===== config.mk =====
export PLATFORM = sky130hd
export DESIGN_NAME = selen_mem_arb
export DESIGN_NICKNAME = d
export VERILOG_FILES = /design/src/rtl/selen_mem_arb_pkg.sv /design/src/rtl/selen_mem_arb_wdog.sv /design/src/rtl/selen_mem_arb.sv
export SDC_FILE = /design/constraint.sdc
export NUM_CORES = 1
export LEC_CHECK = 0
export CAP_MARGIN = 5
export CORE_ASPECT_RATIO = 0.7
export CORE_MARGIN = 4
export CORE_UTILIZATION = 23
export DETAILED_ROUTE_END_ITERATION = 10
export PLACE_DENSITY = 0.66
export SYNTH_ARGS = -nofsm -noshare
export SYNTH_HDL_FRONTEND = slang
export SYNTH_SLANG_ARGS = --single-unit

===== constraint.sdc =====
create_clock -name clk -period 3.15 [get_ports clk]
set_input_delay 0.63 -clock clk [delete_from_list [all_inputs] [get_ports clk]]
set_output_delay 0.63 -clock clk [all_outputs]
set_load 0.01 [all_outputs]

===== src/rtl/selen_mem_arb_pkg.sv =====
// selen_mem_arb_pkg: shared types and constants for the Selen memory arbiter.
//   state_e - arbiter FSM states (IDLE, BUS)
//   port_e  - requester identity (PORT_I instruction, PORT_D data)
//   ARB_TIMEOUT_DATA - read data returned on a forced watchdog response
package selen_mem_arb_pkg;

    typedef enum logic {
        IDLE = 1'b0,
        BUS  = 1'b1
    } state_e;

    typedef enum logic {
        PORT_I = 1'b0,
        PORT_D = 1'b1
    } port_e;

    localparam logic [31:0] ARB_TIMEOUT_DATA = 32'hDEAD_BEEF;

endpackage


===== src/rtl/selen_mem_arb_wdog.sv =====
// selen_mem_arb_wdog: bus-cycle watchdog counter.
//   clk, rst   - clock, synchronous active-high reset
//   start_i    - grant issued this edge; count loads to 1 (first BUS cycle)
//   clear_i    - transfer finished; count returns to 0
//   busy_i     - arbiter is in BUS this cycle
//   expire_o   - high in the BUS cycle where the count has reached TIMEOUT
module selen_mem_arb_wdog #(
    parameter int unsigned TIMEOUT = 255
) (
    input  logic clk,
    input  logic rst,
    input  logic start_i,
    input  logic clear_i,
    input  logic busy_i,
    output logic expire_o
);
    localparam int unsigned CW = $clog2(TIMEOUT + 1);

    logic [CW-1:0] cnt_q, cnt_d;

    always_comb begin
        cnt_d = cnt_q;
        if (clear_i)
            cnt_d = '0;
        else if (start_i)
            cnt_d = CW'(1);
        else if (busy_i && cnt_q != CW'(TIMEOUT))
            cnt_d = cnt_q + CW'(1);
    end

    always_ff @(posedge clk) begin
        if (rst) cnt_q <= '0;
        else     cnt_q <= cnt_d;
    end

    assign expire_o = busy_i && (cnt_q == CW'(TIMEOUT));

endmodule


===== src/rtl/selen_mem_arb.sv =====
// selen_mem_arb: two-port (instruction/data) arbiter onto one Wishbone master.
//   i_req_*  - instruction read request; i_req_ack/i_ack_rdata/i_ack_err response
//   d_req_*  - data read/write request; d_req_ack/d_ack_rdata/d_ack_err response
//   wb_*_o   - registered Wishbone master outputs; wb_ack_i/wb_err_i/wb_dat_i slave reply
// Data port has priority; after D_BURST_MAX data grants with an instruction
// request pending, the instruction port wins the next arbitration.
// Optional macro SELEN_MEM_ARB_TIMEOUT_EN adds a BUS watchdog that forces an
// error response (rdata ARB_TIMEOUT_DATA) after TIMEOUT cycles without reply.
import selen_mem_arb_pkg::*;

module selen_mem_arb #(
    parameter int unsigned AW          = 32,
    parameter int unsigned DW          = 32,
    parameter int unsigned D_BURST_MAX = 4,
    parameter int unsigned TIMEOUT     = 255
) (
    input  logic            clk,
    input  logic            rst,
    input  logic            i_req_val,
    input  logic [AW-1:0]   i_req_addr,
    output logic            i_req_ack,
    output logic [DW-1:0]   i_ack_rdata,
    output logic            i_ack_err,
    input  logic            d_req_val,
    input  logic            d_req_we,
    input  logic [AW-1:0]   d_req_addr,
    input  logic [DW-1:0]   d_req_wdata,
    input  logic [DW/8-1:0] d_req_be,
    output logic            d_req_ack,
    output logic [DW-1:0]   d_ack_rdata,
    output logic            d_ack_err,
    output logic            wb_cyc_o,
    output logic            wb_stb_o,
    output logic            wb_we_o,
    output logic [AW-1:0]   wb_adr_o,
    output logic [DW-1:0]   wb_dat_o,
    output logic [DW/8-1:0] wb_sel_o,
    input  logic            wb_ack_i,
    input  logic            wb_err_i,
    input  logic [DW-1:0]   wb_dat_i
);
    localparam int unsigned SCW = $clog2(D_BURST_MAX + 1);

    state_e          state_q;
    port_e           gnt_q;
    logic [SCW-1:0]  starve_q;

    logic            in_bus, bus_rsp, expire, done, fire, grant, pick_d;
    logic            rsp_err;
    logic [DW-1:0]   rsp_data;

    assign in_bus  = (state_q == BUS);
    assign bus_rsp = wb_ack_i | wb_err_i;
    assign grant   = (state_q == IDLE) && (i_req_val || d_req_val);
    assign pick_d  = d_req_val && !(i_req_val && starve_q == SCW'(D_BURST_MAX));

`ifdef SELEN_MEM_ARB_TIMEOUT_EN
    selen_mem_arb_wdog #(.TIMEOUT(TIMEOUT)) u_wdog (
        .clk      (clk),
        .rst      (rst),
        .start_i  (grant),
        .clear_i  (fire),
        .busy_i   (in_bus),
        .expire_o (expire)
    );
    // A real slave reply in the expiry cycle wins over the forced error.
    assign rsp_err  = bus_rsp ? wb_err_i : 1'b1;
    assign rsp_data = bus_rsp ? wb_dat_i : ARB_TIMEOUT_DATA;
`else
    assign expire   = 1'b0;
    assign rsp_err  = wb_err_i;
    assign rsp_data = wb_dat_i;
`endif

    assign done = bus_rsp | expire;
    assign fire = in_bus & done;

    assign i_req_ack   = fire && (gnt_q == PORT_I);
    assign d_req_ack   = fire && (gnt_q == PORT_D);
    assign i_ack_err   = i_req_ack & rsp_err;
    assign d_ack_err   = d_req_ack & rsp_err;
    assign i_ack_rdata = rsp_data;
    assign d_ack_rdata = rsp_data;

    always_ff @(posedge clk) begin
        if (rst) begin
            state_q  <= IDLE;
            gnt_q    <= PORT_I;
            starve_q <= '0;
            wb_cyc_o <= 1'b0;
            wb_stb_o <= 1'b0;
            wb_we_o  <= 1'b0;
            wb_adr_o <= '0;
            wb_dat_o <= '0;
            wb_sel_o <= '0;
        end else begin
            case (state_q)
                IDLE: if (grant) begin
                    state_q  <= BUS;
                    wb_cyc_o <= 1'b1;
                    wb_stb_o <= 1'b1;
                    if (pick_d) begin
                        gnt_q    <= PORT_D;
                        wb_we_o  <= d_req_we;
                        wb_adr_o <= d_req_addr;
                        wb_dat_o <= d_req_wdata;
                        wb_sel_o <= d_req_be;
                        // Count only data grants that overtook a waiting fetch.
                        if (!i_req_val)
                            starve_q <= '0;
                        else if (starve_q != SCW'(D_BURST_MAX))
                            starve_q <= starve_q + SCW'(1);
                    end else begin
                        gnt_q    <= PORT_I;
                        wb_we_o  <= 1'b0;
                        wb_adr_o <= i_req_addr;
                        wb_dat_o <= '0;
                        wb_sel_o <= '1;
                        starve_q <= '0;
                    end
                end
                BUS: if (done) begin
                    state_q  <= IDLE;
                    wb_cyc_o <= 1'b0;
                    wb_stb_o <= 1'b0;
                end
                default: state_q <= IDLE;
            endcase
        end
    end

endmodule


==> impl_metrics.toml <==
[run_status]
run_status = "complete, no violations"

[route]
drcViolationCount = 0
drt-initial-drc-count = 156
via_count = 3242
postRouteAntennaNets = 0
wirelength_um = 11010
detailedRoute.firstPassIterationCount = 4
wl_per_cell_um = 16.53
drt-vias-per-instance = 4.868

[grt]
grt_usage = 0.1278
grt_remaining_overflow = 0
antenna_found_initial = 0
first_global_vias = 3387
grt_max_degree = 39
grt_first_pass_wirelength_um = 17540

[sta]
hold_viol = 0
final.min_clock_period_ns = 2.599
rsz_0062_raised_after_global_routing = "false"
setup_viol_count_final = 0
setup-tns-final_ns = 0
slew_violations = 0
clock_skew_ns = 0.006037
max-slew-margin-rel = 0.6140
final_min_period_over_clock_period = 0.8250
tightest_slew_ns = 0.5782
postLayoutSetupSlackWorst_ns = 0.5512
achievable-frequency_mhz = 384.8

[synth]
synth_area_um2 = 3401
synth.area.top_cells = "sky130_fd_sc_hd__dfxtp_1 44%, sky130_fd_sc_hd__buf_4 14%, sky130_fd_sc_hd__o21ai_0 9.4%"
synthesis.nets = 511
ys_warn_count = 0
synth_cells = 370
synth_cell_types = 31
synth_top_area_share = 0.4415
synthesis.area_per_instance_um2 = 9.191
ys_seq_elements = 75
synth_sequential_area_ratio = 0.4415
most_repeated_cell_in_the_gate_level_netlist_after_synthesis = "sky130_fd_sc_hd__dfxtp_1"
netlist_top_cells_count = "75 x sky130_fd_sc_hd__dfxtp_1, 65 x sky130_fd_sc_hd__buf_4, 64 x sky130_fd_sc_hd__o21ai_0, 34 x sky130_fd_sc_hd__a21oi_1, 33 x sky130_fd_sc_hd__a22o_1"
postSynth.topFlopCell = "sky130_fd_sc_hd__dfxtp_1"
synth_async_sr_flop_share = 0
synth_top_area_cell = "sky130_fd_sc_hd__dfxtp_1"
number_of_synthesized_flops_with_an_enable_pin = 0

[run]
maxCapViolations = 0

[critical_path]
crit_path_start_kind = "primary input"
critical_path_peak_fanout = 3
reg2regPathDepth = 6
timing.reg2reg.setup_slack_ns = 1.36
cp_data_arrival_time_ns = 1.97
worst-setup-path-type = "primary input to primary output"
rr_endpoint = "starve_q[1]"
kind_of_capture_point_of_the_worst_setup_path = "primary output"
worst_setup_path_startpoint = "wb_err_i"
worst-endpoint-required_ns = 2.52
worst_r2r_startpoint = "starve_q[0]"

[placement]
portBuffers = 181
place.detailed.instances = 650
dp_hpwl_um = 7771
place.gp.congestion = 0.7665
area_after_dpl_um2 = 4847
post-place-ws_ns = 0.5554

[layout]
drive_gt1_frac = 0.06933
syn2layout_area_growth_pct = 51.18
final_nets = 612
num-fill-cells = 1402
footprint_of_the_multi_input_gates_um2 = 1229
layoutNonFillerInstCount = 666
stdcell_area_um2 = 5141
ff_latch_area_um2 = 1501
n_antenna_cell = 0

[clock_tree]
tritoncts = "done"
worst_setup_hold_path_clk_slew_ns = 0.06
total_clock_buffers_created_by_cts = 9
clock_latency_ns = 0.33
postCtsSetupRepairBufs = 0
cts.root.buffer_cell = "sky130_fd_sc_hd__clkbuf_16"
htreeDepth = 3
hold_buffers = 0
cts_buffer_depth = 2
cts.repair.resized = 0
clock_sinks = 75

[pwr]
power.ir.vdd_worst_v = 0.0002321
power_per_cell_area_nw_per_um2 = 508.5
power_leakage_nw = 1.851

[floorplan]
chipHeight_um = 109.7
floorplan.die.width_um = 153.3
fp-row-count = 36
boundaryPins = 278
core_region_area_um2 = 14190
die_footprint_um2 = 16830
initial_core_util = 0.2397

[hold_path]
hold_path_startpoint = "wb_dat_o[31]"
min_path_cells = 1
hold_path.class = "flop to flop"
worst_hold_path.endpoint = "wb_dat_o[31]"
## cell families after synthesis
kind of cell             after synthesis  share of synthesized area
AND/OR/NAND/NOR                       16                    0.03090
buffers and inverters                102                     0.1979
AO/OA/AOI/OAI                        175                     0.3223
flip-flops                            75                     0.4415
adder cells (fa/ha/maj)                2                   0.007357
## metrics by stage
| step | hold WS (ns) | power (W) | utilization |
|---|---|---|---|
| 5_1_grt | 0.4896 | 0.002747 | 0.3623 |
| 3_3_place_gp | 0.4550 | 0.001606 | 0.3416 |
| 2_1_floorplan | 0.4667 | 0.001368 | - |
| 4_1_cts | 0.4771 | 0.002661 | 0.3623 |
| 6_report | 0.4719 | 0.002614 | 0.3623 |
| 3_5_place_dp | 0.4532 | 0.001612 | 0.3416 |
## cell type report
| type | instances | share of cell area |
|---|---|---|
| inverter | 4 | 0.002920 |
| tap | 190 | 0.04624 |
| multi-input combinational | 193 | 0.2390 |
| clock inverter | 7 | 0.01339 |
| clock buffer | 9 | 0.04381 |
| sequential | 75 | 0.2920 |
| timing repair buffer | 188 | 0.3626 |
## state kept, by name (all words and copies together), names as in the netlist
| name | count |
|---|---|
| starve_q | 3 |
| in_bus | 1 |
| wb_dat_o | 32 |
| wb_stb_o | 1 |
| wb_adr_o | 32 |
| gnt_q | 1 |
| wb_sel_o | 4 |
| wb_we_o | 1 |
## critical path, cell delays in order
cell and delay [ns]:
sky130_fd_sc_hd__clkdlybuf4s50_1 0.49, sky130_fd_sc_hd__o21a_1 0.16, sky130_fd_sc_hd__nor2b_1 0.14, sky130_fd_sc_hd__clkdlybuf4s50_1 0.54
## cells in the final DEF (no fill, tap or decap)
cell type                         instances
sky130_fd_sc_hd__o211ai_1                 1
sky130_fd_sc_hd__nor3b_1                  2
sky130_fd_sc_hd__nor4_4                   1
sky130_fd_sc_hd__nor2_1                   2
sky130_fd_sc_hd__a31o_1                   1
sky130_fd_sc_hd__nand3_1                  1
sky130_fd_sc_hd__inv_1                    3
sky130_fd_sc_hd__nor2b_1                  1
sky130_fd_sc_hd__and2_1                   1
sky130_fd_sc_hd__dfxtp_1                 75
sky130_fd_sc_hd__a22o_1                  33
sky130_fd_sc_hd__a21oi_1                 34
sky130_fd_sc_hd__a32o_1                   1
sky130_fd_sc_hd__o31a_1                   1
sky130_fd_sc_hd__nor3_1                   1
sky130_fd_sc_hd__o21a_1                   2
sky130_fd_sc_hd__bufinv_16                1
sky130_fd_sc_hd__clkdlybuf4s50_1        181
sky130_fd_sc_hd__and3_1                   1
sky130_fd_sc_hd__o21bai_2                 1
sky130_fd_sc_hd__a31oi_1                 32
sky130_fd_sc_hd__clkinvlp_4               2
sky130_fd_sc_hd__buf_4                    7
sky130_fd_sc_hd__o221a_2                  4
sky130_fd_sc_hd__and3_4                   1
sky130_fd_sc_hd__o21ai_0                 64
sky130_fd_sc_hd__or3_1                    1
sky130_fd_sc_hd__nor2_2                   1
sky130_fd_sc_hd__inv_2                    1
sky130_fd_sc_hd__ha_1                     2
sky130_fd_sc_hd__clkinv_4                 1
sky130_fd_sc_hd__nand2_1                  3
sky130_fd_sc_hd__clkbuf_16                9
sky130_fd_sc_hd__o21ba_2                  1
sky130_fd_sc_hd__clkinv_2                 3
## metal layers
| layer | track usage | up-vias | share of wire |
|---|---|---|---|
| met4 | 0.03907 | 0 | 0.017 |
| met1 | 0.1646 | 1525 | 0.45 |
| met5 | 0 | - | 0 |
| met3 | 0.05744 | 26 | 0.10 |
| li1 | - | 1485 | - |
| met2 | 0.1932 | 206 | 0.43 |
## worst max-delay path by stage
| stage | depth (start not counted) | slack, ns | to |
|---|---|---|---|
| finish | 4 | 0.55 | i_req_ack |
| global route | 4 | 0.48 | i_req_ack |
| CTS | 4 | 0.55 | i_req_ack |
| detailed placement | 4 | 0.56 | i_req_ack |
| global placement | 4 | 0.57 | i_req_ack |
| floorplan | 5 | 1.40 | wb_sel_o[0] |
## power breakdown
part	switching [W]	internal, W	total (W)
clock network	0.000413	0.000610	0.00102
registers	0.0000439	0.00103	0.00107
logic	0.000210	0.000313	0.000523
total	0.000666	0.00195	0.00261
No activity file was read; power rests on OpenSTA's default activity.
